File: config.mk
export PLATFORM = sky130hd
export DESIGN_NAME = mux_scan_ctrl_flat
export DESIGN_NICKNAME = d
export VERILOG_FILES = /design/src/rtl/mux_scan_ctrl_if.sv /design/src/rtl/mux_scan_ctrl.sv /design/src/flat_wrapper.sv
export SDC_FILE = /design/constraint.sdc
export NUM_CORES = 1
export LEC_CHECK = 0
export CORE_ASPECT_RATIO = 0.9
export CORE_MARGIN = 3
export CORE_UTILIZATION = 33
export CTS_CLUSTER_SIZE = 25
export DETAILED_ROUTE_END_ITERATION = 7
export HOLD_SLACK_MARGIN = 0.02
export PLACE_DENSITY = 0.62
export SLEW_MARGIN = 5
export SYNTH_ARGS = -nofsm -noshare
export SYNTH_HDL_FRONTEND = slang
export SYNTH_SLANG_ARGS = --single-unit
export TNS_END_PERCENT = 30
File: constraint.sdc
create_clock -name clk -period 5.69 [get_ports clk]
set_input_delay 1.138 -clock clk [delete_from_list [all_inputs] [get_ports clk]]
set_output_delay 1.138 -clock clk [all_outputs]
set_load 0.01 [all_outputs]
File: src/rtl/mux_scan_ctrl_if.sv
// Signal bundle between the scan controller and its host / downstream 4:1 mux.
// The controller uses the slave modport; the host side uses master.
interface mux_scan_ctrl_if;
    logic       start;
    logic       continuous;
    logic [3:0] ch_mask;
    logic       mux_out;
    logic [1:0] sel;
    logic       busy;
    logic [3:0] sample;
    logic [3:0] sample_vld;
    logic       done;

    modport master (
        output start, continuous, ch_mask, mux_out,
        input  sel, busy, sample, sample_vld, done
    );

    modport slave (
        input  start, continuous, ch_mask, mux_out,
        output sel, busy, sample, sample_vld, done
    );
endinterface

File: src/rtl/mux_scan_ctrl.sv
// Steps a 4:1 mux through the enabled channels, waits DWELL cycles on each,
// samples the mux output and collects the bits into a parallel result word.
module mux_scan_ctrl #(
    parameter int unsigned DWELL = 2,
    parameter int unsigned CW    = 8
) (
    input  logic           clk,
    input  logic           rst_n,
    mux_scan_ctrl_if.slave bus
);

    typedef enum logic [1:0] {IDLE, SETTLE, SAMPLE} state_t;

    localparam logic [CW-1:0] RELOAD = CW'(DWELL - 1);

    state_t        state, state_n;
    logic [CW-1:0] cnt, cnt_n;
    logic [3:0]    mask_q, mask_n;
    logic [3:0]    sample_q, sample_n;
    logic [3:0]    vld_q, vld_n;
    logic [1:0]    sel_q, sel_n;
    logic          busy_q, busy_n;
    logic          done_q, done_n;
    logic [3:0]    above;

    function automatic logic [1:0] low_idx(input logic [3:0] m);
        if (m[0])      return 2'd0;
        else if (m[1]) return 2'd1;
        else if (m[2]) return 2'd2;
        else           return 2'd3;
    endfunction

    always_ff @(posedge clk) begin
        if (!rst_n) begin
            state    <= IDLE;
            cnt      <= '0;
            mask_q   <= '0;
            sample_q <= '0;
            vld_q    <= '0;
            sel_q    <= '0;
            busy_q   <= 1'b0;
            done_q   <= 1'b0;
        end else begin
            state    <= state_n;
            cnt      <= cnt_n;
            mask_q   <= mask_n;
            sample_q <= sample_n;
            vld_q    <= vld_n;
            sel_q    <= sel_n;
            busy_q   <= busy_n;
            done_q   <= done_n;
        end
    end

    always_comb begin
        state_n  = state;
        cnt_n    = cnt;
        mask_n   = mask_q;
        sample_n = sample_q;
        vld_n    = vld_q;
        sel_n    = sel_q;
        busy_n   = busy_q;
        done_n   = 1'b0;
        // Enabled channels strictly above the current select
        above    = mask_q & (4'b1110 << sel_q);

        unique case (state)
            IDLE: begin
                if (bus.start) begin
                    if (bus.ch_mask != '0) begin
                        mask_n  = bus.ch_mask;
                        vld_n   = '0;
                        sel_n   = low_idx(bus.ch_mask);
                        cnt_n   = RELOAD;
                        busy_n  = 1'b1;
                        state_n = SETTLE;
                    end else begin
                        done_n = 1'b1;
                    end
                end
            end
            SETTLE: begin
                if (cnt == '0) state_n = SAMPLE;
                else           cnt_n   = cnt - CW'(1);
            end
            SAMPLE: begin
                sample_n[sel_q] = bus.mux_out;
                vld_n[sel_q]    = 1'b1;
                if (above != '0) begin
                    sel_n   = low_idx(above);
                    cnt_n   = RELOAD;
                    state_n = SETTLE;
                end else begin
                    done_n = 1'b1;
                    // Continuous restart re-latches the live mask with no idle gap
                    if (bus.continuous && bus.ch_mask != '0) begin
                        mask_n  = bus.ch_mask;
                        sel_n   = low_idx(bus.ch_mask);
                        cnt_n   = RELOAD;
                        state_n = SETTLE;
                    end else begin
                        busy_n  = 1'b0;
                        state_n = IDLE;
                    end
                end
            end
            default: state_n = IDLE;
        endcase
    end

    assign bus.sel        = sel_q;
    assign bus.busy       = busy_q;
    assign bus.sample     = sample_q;
    assign bus.sample_vld = vld_q;
    assign bus.done       = done_q;

endmodule

File: src/flat_wrapper.sv
// flat-port wrapper written by rule: the top's interface ports become plain ports
module mux_scan_ctrl_flat 
#(
    parameter int unsigned DWELL = 2,
    parameter int unsigned CW    = 8
)
  (clk, rst_n, bus_start, bus_continuous, bus_ch_mask, bus_mux_out, bus_sel, bus_busy, bus_sample, bus_sample_vld, bus_done);
  mux_scan_ctrl_if bus_i ();
  input  logic clk;
  input  logic rst_n;
  input wire logic [$bits(bus_i.start)-1:0] bus_start;
  input wire logic [$bits(bus_i.continuous)-1:0] bus_continuous;
  input wire logic [$bits(bus_i.ch_mask)-1:0] bus_ch_mask;
  input wire logic [$bits(bus_i.mux_out)-1:0] bus_mux_out;
  output wire logic [$bits(bus_i.sel)-1:0] bus_sel;
  output wire logic [$bits(bus_i.busy)-1:0] bus_busy;
  output wire logic [$bits(bus_i.sample)-1:0] bus_sample;
  output wire logic [$bits(bus_i.sample_vld)-1:0] bus_sample_vld;
  output wire logic [$bits(bus_i.done)-1:0] bus_done;
  assign bus_i.start = bus_start;
  assign bus_i.continuous = bus_continuous;
  assign bus_i.ch_mask = bus_ch_mask;
  assign bus_i.mux_out = bus_mux_out;
  assign bus_sel = bus_i.sel;
  assign bus_busy = bus_i.busy;
  assign bus_sample = bus_i.sample;
  assign bus_sample_vld = bus_i.sample_vld;
  assign bus_done = bus_i.done;
  mux_scan_ctrl #(.DWELL(DWELL), .CW(CW)) u_core (.clk(clk), .rst_n(rst_n), .bus(bus_i));
endmodule
; Word-level counts from Yosys, hierarchy flattened
; Index checks and enable logic that the tools add are counted.
[word_totals]
ff_bits = 26
wordCells = 81
[classes]
addsub = 1
magnitude_cmp = 2
n_eq_ne = 10
shift = 1
mux = 43
n_bitwise = 2
reduce_logical = 14
[op_table]
columns = cell, count
row1 = $mux W8, 5
row2 = $mux W2, 12
row3 = $mux W4, 6
row4 = $pmux W8 S3, 1
row5 = $pmux W4 S2, 2
row6 = $reduce_and A5 Y1, 3
row7 = $mux W1, 11
row8 = $logic_not A8 Y1, 1
row9 = $ne A2 B2 Y1 const B, 4
row10 = $reduce_bool A4 Y1, 2
row11 = $sub A8 B1 Y8 const B, 1
row12 = $ne A2 B1 Y1 const B, 3
row13 = $pmux W2 S3, 1
row14 = $reduce_and A3 Y1, 2
row15 = $and A4 B4 Y4, 1
row16 = $bwmux W4, 1
row17 = $or A4 B4 Y4, 1
row18 = $pmux W1 S2, 2
row19 = $pmux W2 S2, 1
row20 = $reduce_and A4 Y1, 1
row21 = $shl A4 B2 Y4 const A, 1
row22 = $lt A2 B3 Y1 const B, 1
row23 = $ne A3 B1 Y1 const B, 1
row24 = $reduce_bool A3 Y1, 1
row25 = other kinds (7), 8

; Depth between registers and ports, before layout
; Gate-level depths: netlist of the first run.
[logic_depth]
ltp_word = 7
mapped_depth = 7
mapped_depth_nobuf = 7

; Least setup slack after synthesis of the first run
; Ideal clock, no wire load.
[synth_timing]
path_type = input port to flip-flop
from = input port bus_ch_mask[3]
to = register u_core.cnt[2]
setup_time_ns = 0.060
t_arrival_ns = 2.340
setup_slack_ns = 3.290
stages = 5
path_buffers = 0
cell_sequence = or4_1 > a21oi_1 > a211oi_1 > nor2_4 > a32o_1
[synth_between]
elab_chain_cells = 4
elab_cells_between_ends = 5
classes_between = eq/ne (2) / reduce/logical (3)
[synth_rtl]
columns = element, line_no
row1 = from (decl), flat_wrapper.sv:13  ; input wire logic [$bits(bus_i.ch_mask)-1:0] bus_ch_mask;
row2 = $reduce_bool A4 Y1 (*), "mux_scan_ctrl.sv:70, mux_scan_ctrl.sv:96"
row3 = $logic_and A1 B1 Y1, mux_scan_ctrl.sv:96  ; if (bus.continuous && bus.ch_mask != '0) begin
row4 = $ne A3 B1 Y1 (no source line), n/a
row5 = $reduce_and A5 Y1 (no source line) (*), n/a
row6 = to (signal assigned), mux_scan_ctrl.sv:45  ; cnt <= cnt_n;
row7 = to (decl), mux_scan_ctrl.sv:17  ; logic [CW-1:0] cnt, cnt_n;
; Every way passes the cells marked *; elsewhere a longest branch is shown, timed or not.
; A chain may end at the register's enable or synchronous reset.

; Final worst setup path of the first run
[layout_timing]
from = input port bus_ch_mask[1]
to = register u_core.cnt[0]
; Same word-level chain as after synthesis.

==> results of run 1 <==
-- power breakdown --
group          leakage [nW]  internal (mW)  total [mW]  switching (mW)
registers             0.204          0.220       0.279          0.0588
logic                 0.314          0.165       0.353           0.188
clock network        0.0255         0.0491       0.107          0.0583
total                 0.544          0.434       0.739           0.305
-- flip-flops by register name, summed over array words and instances, names as in the netlist --
| signal | count |
|---|---|
| u_core.bus.sample_vld | 4 |
| u_core.mask_q | 3 |
| u_core.bus.sel | 2 |
| u_core.bus.sample | 4 |
| u_core.state | 2 |
| u_core.cnt | 8 |
| u_core.bus.busy | 1 |
| u_core.bus.done | 1 |
-- per-layer routing --
metal,vias up,share of wire
met5,-,0
met4,0,0.018
met3,4,0.059
met2,31,0.44
met1,529,0.48
li1,562,-
-- worst max-delay path: stages --
cell	delay [ns]
clkdlybuf4s50_1	0.54
or4_1	0.19
a21oi_1	0.10
a211oi_1	0.60
nor2_1	0.09
a311oi_1	0.27
-- cell families (layout without fill, tap and decap cells) --
| logic type | count (synthesis) | count (layout) | share of synthesized area |
|---|---|---|---|
| AND/OR/NAND/NOR | 61 | 61 | 0.2597 |
| AO/OA/AOI/OAI | 35 | 35 | 0.1980 |
| flip-flops | 25 | 25 | 0.3980 |
| buffers and inverters | 13 | 32 | 0.05373 |
| multiplexers | 8 | 8 | 0.06368 |
| adder cells (fa/ha/maj) | 2 | 2 | 0.01990 |
| XOR/XNOR | 1 | 1 | 0.006966 |
-- final timing paths --
| check | startpoint | endpoint | slack [ns] | cells past startpoint |
|---|---|---|---|---|
| setup / recovery | bus_ch_mask[1] | u_core.cnt[0] | 2.95 | 6 |
| hold / removal | u_core.bus.busy | u_core.bus.busy | 0.45 | 2 |
| hold reg to reg | u_core.bus.busy | u_core.bus.busy | 0.45 | 2 |
| setup reg to reg | u_core.cnt[0] | u_core.cnt[0] | 3.65 | 7 |
-- cell usage after synthesis --
cell type  number
or4_1           1
o221ai_2        1
a32o_1          1
and2b_2         2
or3_1           1
nor2_4          1
buf_6           1
a21boi_0        1
nand2_1        16
a21o_1          1
nor2_1         16
nor2b_1         2
ha_1            2
or2_2           1
a211oi_1        3
dfxtp_1        25
or4b_2          1
or2b_1          2
nand4_1         2
nor3_1          9
mux2i_1         8
or3b_4          1
a22oi_1         1
xor2_1          1
o2bb2ai_1       4
or3b_2          1
clkbuf_8        1
a21oi_1         9
nor3b_1         1
nor4_1          2
a311oi_1        1
inv_1           8
clkbuf_1        2
a211o_1         1
o31ai_1         3
clkbuf_2        1
o22ai_1         2
a31oi_1         6
nand4b_1        1
or4b_4          1
o31a_1          1
-- layout make-up --
| class | instances | area [µm²] | share of cell area |
|---|---|---|---|
| clock buffers | 3 | 41.29 | 0.02714 |
| multi-input cells | 107 | 689.4 | 0.4531 |
| clock inverters | 1 | 5.005 | 0.003289 |
| inverters | 8 | 30.03 | 0.01974 |
| flip-flops and latches | 25 | 500.5 | 0.3289 |
| repair buffers | 20 | 200.2 | 0.1316 |
| well taps | 44 | 55.05 | 0.03618 |
-- cells in the final DEF, fill, tap and decap left out, types with 2 or more instances in the layout --
cell type         n
nand2_1          16
a211oi_1          3
a21oi_1           9
o22ai_1           2
inv_1             8
nor2b_1           2
mux2i_1           8
nand4_1           2
dfxtp_1          25
clkdlybuf4s50_1  20
or2b_1            2
nor4_1            2
ha_1              2
clkbuf_8          3
o31ai_1           3
nor3_1            9
and2b_2           2
o2bb2ai_1         4
nor2_1           16
a31oi_1           6
-- through the flow --
| stage | hold WS (ns) | instance area (µm²) | std cells | util |
|---|---|---|---|---|
| after floorplan | 0.4376 | 1257 | 145 | - |
| after global placement | 0.4413 | 1475 | 204 | 0.4211 |
| after detailed placement | 0.4439 | 1475 | 204 | 0.4211 |
| after CTS | 0.4571 | 1521 | 208 | 0.4343 |
| after global routing | 0.4734 | 1521 | 208 | 0.4343 |
| final | 0.4489 | 1521 | 208 | 0.4343 |
==> results_dict.tcl, run 1 <==
set metrics [dict create \
    use_met1 0.1693 \
    clock_latency_ns 0.27 \
    cts_buffers 3 \
    fillers 350 \
    use_met3 0.03566 \
    ys_warn_count 0 \
    finalCritPeriodShare 0.4821 \
    max_cap_viol_count 0 \
    cts_hold_buf 0 \
    antenna_found_initial 0 \
    hold_class "register to register" \
    start_kind "input pin" \
    syn2layout_area_growth_pct 21.00 \
    drt-initial-drc-count 72 \
    finalWirelength_um 2766 \
    syn-cell-area_um2 1257 \
    yosys_register_bits 25 \
    syn_nets 156 \
    cts.repair.resized 0 \
    crit_fanout 5 \
    drive_gt1_frac 0.07927 \
    viasPerCell 5.413 \
    finalNetCount 176 \
    min_period_ns 2.743 \
    rsz0062_at_grt "no" \
    initial_core_util 0.3589 \
    synthTopCellsByArea "dfxtp_1, mux2i_1, nand2_1" \
    clock-root-buffer "clkbuf_8" \
    grt_usage 0.1270 \
    ioPinCount 21 \
    power.density_nw_per_um2 485.4 \
    peakVddDrop_uv 135.6 \
    worstPathRequired_ns 5.88 \
    rows 20 \
    clock-sinks 25 \
    crit_arrival_ns 2.93 \
    grt_max_degree 15 \
    drc 0 \
    power_mw 0.7386 \
    die_area_um2 4588 \
    outcome "completed" \
    syn_inst 145 \
    use_met2 0.1933 \
    diodes 0 \
    slew_violations 0 \
    post-place-ws_ns 2.670 \
    cts_max_path_buffers 2 \
    clk_pin_slew_ns 0.09 \
    synth-seq-area-share 0.3980 \
    grt_pass1_vias 1047 \
    wire_per_inst_um 13.30 \
    p_leak_nw 0.5438 \
    placement.io_buffers 20 \
    cts_tree "done" \
    ant_nets 0 \
    grt.busiest_layer "met2" \
    max_slew_margin 0.5392 \
    syn_avg_cell_area_um2 8.672 \
    dr.pass1.iters 4 \
    place.gp.congestion 0.8486 \
    vias 1126 \
    path_class "input pin to register" \
    post_cts_buffers 0 \
    finalSetupViolations 0 \
    fin_setup_tns_ns 0 \
    tightest_slew_ns 0.6850 \
    clock_skew_ns 0.002586 \
    fp.dieW_um 71.07 \
    cts_max_level 1 \
    die_y_um 64.56 \
    yosysTopAreaCellShare 0.3980 \
    overflow 0 \
    finalHoldViolations 0 \
    fmax_ghz 0.3646 \
    end_kind "register" \
    place.detailed.hpwl_um 2071 \
    yosys.cell_types.count 41 \
    grt_pass1_wl_um 4740 \
    synth_area_leader_cell "dfxtp_1" \
    core_um2 3503 \
    fin_ws_ns 2.947 \
]
Note: power is estimated with default switching activity, not from simulation.
==> run 2: changes to the inputs <==
==> constraint.sdc (replaced) <==
create_clock -name clk -period 2.8 [get_ports clk]
set_input_delay 0.56 -clock clk [delete_from_list [all_inputs] [get_ports clk]]
set_output_delay 0.56 -clock clk [all_outputs]
set_load 0.01 [all_outputs]
==> results_dict.tcl, run 2 (same netlist as run 1, synthesis figures left out) <==
set metrics [dict create \
    highest_layer "met4" \
    die_area_um2 4588 \
    grt_max_degree 15 \
    core_um2 3503 \
    finalNetCount 177 \
    clock_skew_ns 0.002183 \
    drt-initial-drc-count 110 \
    min_period_ns 2.247 \
    initial_core_util 0.3589 \
    cts_buffers 3 \
    path_class "input pin to register" \
    post_cts_buffers 0 \
    drive_gt1_frac 0.08485 \
    cts_max_level 1 \
    cts_tree "done" \
    crit_arrival_ns 2.42 \
    viasPerCell 5.474 \
    final_common_cell "dfxtp_1" \
    cts_max_path_buffers 2 \
    overflow 0 \
    place.detailed.hpwl_um 2080 \
    tightest_slew_ns 0.7905 \
    grt_pass1_wl_um 4836 \
    final_cell_mix "dfxtp_1, clkdlybuf4s50_1, nor2_1, nand2_1" \
    ant_nets 0 \
    max_cap_viol_count 0 \
    crit_chain "clkdlybuf4s50_1 > or4_1 > a21oi_1 > a211oi_1 > nor2_4 > a32o_1" \
    end_kind "register" \
    p_leak_nw 0.5486 \
    start_kind "input pin" \
    max_stage_delay_ns 0.70 \
    finalSetupViolations 0 \
    place.gp.congestion 0.8532 \
    largest_reg_flops 8 \
    placement.io_buffers 20 \
    dr.pass1.iters 4 \
    antenna_found_initial 0 \
    power.density_nw_per_um2 982.8 \
    finalHoldViolations 0 \
    clock-sinks 25 \
    fin_util 0.4364 \
    wire_per_inst_um 13.10 \
    cts_hold_buf 0 \
    rsz0062_at_grt "no" \
    grt_usage 0.1295 \
    max_slew_margin 0.4698 \
    hold_class "register to register" \
    drc 0 \
    slowest_stage "a211oi_1" \
    syn2layout_area_growth_pct 21.59 \
    wl_met3_um 129 \
    finalWirelength_um 2737 \
    finalCritPeriodShare 0.8027 \
    post-place-ws_ns 0.3120 \
    outcome "completed" \
    clock_latency_ns 0.27 \
    regMostFlops "u_core.cnt" \
    fin_setup_tns_ns 0 \
    ioPinCount 21 \
    peakVddDrop_uv 321.7 \
    final_cells 209 \
    crit_fanout 6 \
    diodes 0 \
    placed_cells 205 \
    fin_ws_ns 0.5525 \
    clk_pin_slew_ns 0.09 \
    met1_length_um 1394 \
    clock-root-buffer "clkbuf_8" \
    met2WireLength_um 1168 \
    worstPathRequired_ns 2.97 \
    vias 1144 \
    grt_pass1_vias 1058 \
    fp.dieW_um 71.07 \
    fmax_ghz 0.4449 \
    slew_violations 0 \
    die_y_um 64.56 \
    rows 20 \
    cts.repair.resized 0 \
]
==> run 2: cell types whose count changed in the layout (fill, tap and decap cells not counted), sizes merged <==
| cell | previous run | this run |
|---|---|---|
| buf | 0 | 1 |
==> run 2: worst paths after layout <==
kind,endpoint,slack (ns),start,cells after the start
max,u_core.cnt[2],0.55,bus_ch_mask[1],6
min reg2reg,u_core.bus.busy,0.46,u_core.bus.busy,2
max reg2reg,u_core.cnt[2],0.70,u_core.cnt[0],7
min,u_core.bus.busy,0.46,u_core.bus.busy,2
==> run 2: area by class of cell <==
cell class / count / area, µm²
fill: 341 / 1974
multi-input combinational: 107 / 689.4
sequential: 25 / 500.5
timing repair buffer: 21 / 207.7
tap: 44 / 55.05
clock buffer: 3 / 41.29
inverter: 8 / 30.03
clock inverter: 1 / 5.005
==> run 2: power by group <==
group	internal (mW)	leakage, nW	switching [mW]
combinational	0.337	0.319	0.385
sequential	0.447	0.204	0.117
clock	0.0997	0.0255	0.117
==> run 2: worst max-delay path: cells and delay by family <==
family / cells / cell delay (ns)
buf+inv: 1 / 0.54
compound gates: 3 / 1.03
simple gates: 2 / 0.29
==> run 2: layer usage <==
layer / vias up / global-route usage
met5: - / 0
met4: 0 / 0.04930
met3: 5 / 0.03721
met2: 31 / 0.1956
met1: 540 / 0.1737
li1: 568 / -
==> run 2: stage by stage <==
stage / cell area, µm² / hold slack (ns) / power [mW]
after floorplan: 1257 / 0.4376 / 1.131
after global placement: 1483 / 0.4411 / 1.268
after detailed placement: 1483 / 0.4508 / 1.283
after CTS: 1529 / 0.4642 / 1.503
after global routing: 1529 / 0.4961 / 1.638
final: 1529 / 0.4556 / 1.503
==> run 3: changes to the inputs <==
==> constraint.sdc (replaced) <==
create_clock -name clk -period 2.3 [get_ports clk]
set_input_delay 0.46 -clock clk [delete_from_list [all_inputs] [get_ports clk]]
set_output_delay 0.46 -clock clk [all_outputs]
set_load 0.01 [all_outputs]
==> results_dict.tcl, run 3 (same netlist as run 1, synthesis figures left out) <==
set metrics [dict create \
    reg2reg_from "u_core.cnt[0]" \
    dr.pass1.iters 4 \
    path_class "register to register" \
    initial_core_util 0.3589 \
    cts.repair.resized 0 \
    drc 0 \
    place.gp.congestion 0.7927 \
    whs_ns 0.4606 \
    rows 20 \
    clock_latency_ns 0.28 \
    final_cells 212 \
    grt_max_degree 17 \
    fin_setup_tns_ns 0 \
    fillers 354 \
    viasPerCell 5.594 \
    outcome "completed" \
    grt_pass1_wl_um 4905 \
    rr_endpoint "u_core.cnt[2]" \
    clock-sinks 25 \
    fp.dieW_um 71.07 \
    r2r_slack_ns 0.20 \
    cts_max_path_buffers 2 \
    core_um2 3503 \
    finalNetCount 180 \
    min_from "u_core.bus.busy" \
    grt_pass1_vias 1094 \
    place.detailed.hpwl_um 2286 \
    finalSetupViolations 0 \
    p_leak_nw 0.5630 \
    clk_pin_slew_ns 0.09 \
    whs_path_depth 2 \
    slew_violations 0 \
    syn2layout_area_growth_pct 23.68 \
    tightest_slew_ns 0.6873 \
    regMostFlops "u_core.cnt" \
    power.density_nw_per_um2 1208 \
    vias 1186 \
    final_cell_mix "dfxtp_1, clkdlybuf4s50_1, nor2_1, nand2_1" \
    antenna_found_initial 0 \
    hold_class "register to register" \
    finalCritPeriodShare 0.9114 \
    clock-root-buffer "clkbuf_8" \
    finalWirelength_um 3011 \
    crit_arrival_ns 2.27 \
    start_kind "register" \
    max_cap_viol_count 0 \
    ant_nets 0 \
    die_area_um2 4588 \
    fin_ws_ns 0.2038 \
    min_period_ns 2.096 \
    power_mw 1.879 \
    cts_buffers 3 \
    crit_fanout 6 \
    worstPathRequired_ns 2.47 \
    drive_gt1_frac 0.1012 \
    placed_cells 208 \
    cts_hold_buf 0 \
    ioPinCount 21 \
    post-place-ws_ns -0.02347 \
    end_kind "register" \
    grt_usage 0.1352 \
    largest_reg_flops 8 \
    fmax_ghz 0.4771 \
    placement.io_buffers 20 \
    rsz0062_at_grt "no" \
    max_slew_margin 0.5376 \
    cts_max_level 1 \
    clock_skew_ns 0.005227 \
    die_y_um 64.56 \
    wire_per_inst_um 14.20 \
    final_common_cell "dfxtp_1" \
    peakVddDrop_uv 355.6 \
    post_cts_buffers 0 \
    hold_end "u_core.bus.busy" \
    diodes 0 \
    reg2reg_depth 7 \
    cts_tree "done" \
    finalHoldViolations 0 \
    drt-initial-drc-count 105 \
    overflow 0 \
]
## run 3: worst max-delay path, cell delays in order, from the launching register on
cell and delay, ns:
dfxtp_1 0.43, inv_1 0.10, ha_1 0.22, or2b_1 0.21, nor3b_1 0.09, a211oi_1 0.59, nor2_4 0.11, a32o_1 0.24
## run 3: final cells by class
class / count / area (µm²) / share of cell area
Clock buffer: 3 / 41.29 / 0.02655
Clock inverter: 1 / 8.758 / 0.005632
Inverter: 8 / 30.03 / 0.01931
Multi-Input combinational cell: 107 / 689.4 / 0.4433
Sequential cell: 25 / 500.5 / 0.3218
Tap cell: 44 / 55.05 / 0.03540
Timing Repair Buffer: 24 / 230.2 / 0.1480
## run 3: how the worst max path moves through the flow
| stage | from | endpoint | depth (start not counted) |
|---|---|---|---|
| 3_3_place_gp | bus_ch_mask[3] | u_core.cnt[1] | 5 |
| 2_1_floorplan | u_core.state[1] | u_core.cnt[2] | 6 |
| 4_1_cts | u_core.cnt[0] | u_core.cnt[2] | 7 |
| 3_5_place_dp | bus_ch_mask[3] | u_core.cnt[2] | 6 |
| 5_1_grt | u_core.cnt[0] | u_core.cnt[0] | 7 |
| 6_report | u_core.cnt[0] | u_core.cnt[2] | 7 |
## run 3: through the flow
stage,area (µm²),util
global route,1555,0.4439
global placement,1505,0.4296
finish,1555,0.4439
CTS,1555,0.4439
floorplan,1257,-
detailed placement,1505,0.4296
## run 3: where the power goes
part           switching [mW]  total (mW)  leakage [nW]  internal (mW)
clock network           0.148       0.275        0.0261          0.127
registers               0.148       0.692         0.204          0.544
logic                   0.494       0.911         0.333          0.418
total                   0.790        1.88         0.563           1.09
## run 3: metal layers
layer	global-route usage	wire length [µm]
met4	0.06808	17
met3	0.03411	277
met2	0.2164	1455
met1	0.1676	1262
met5	0	0
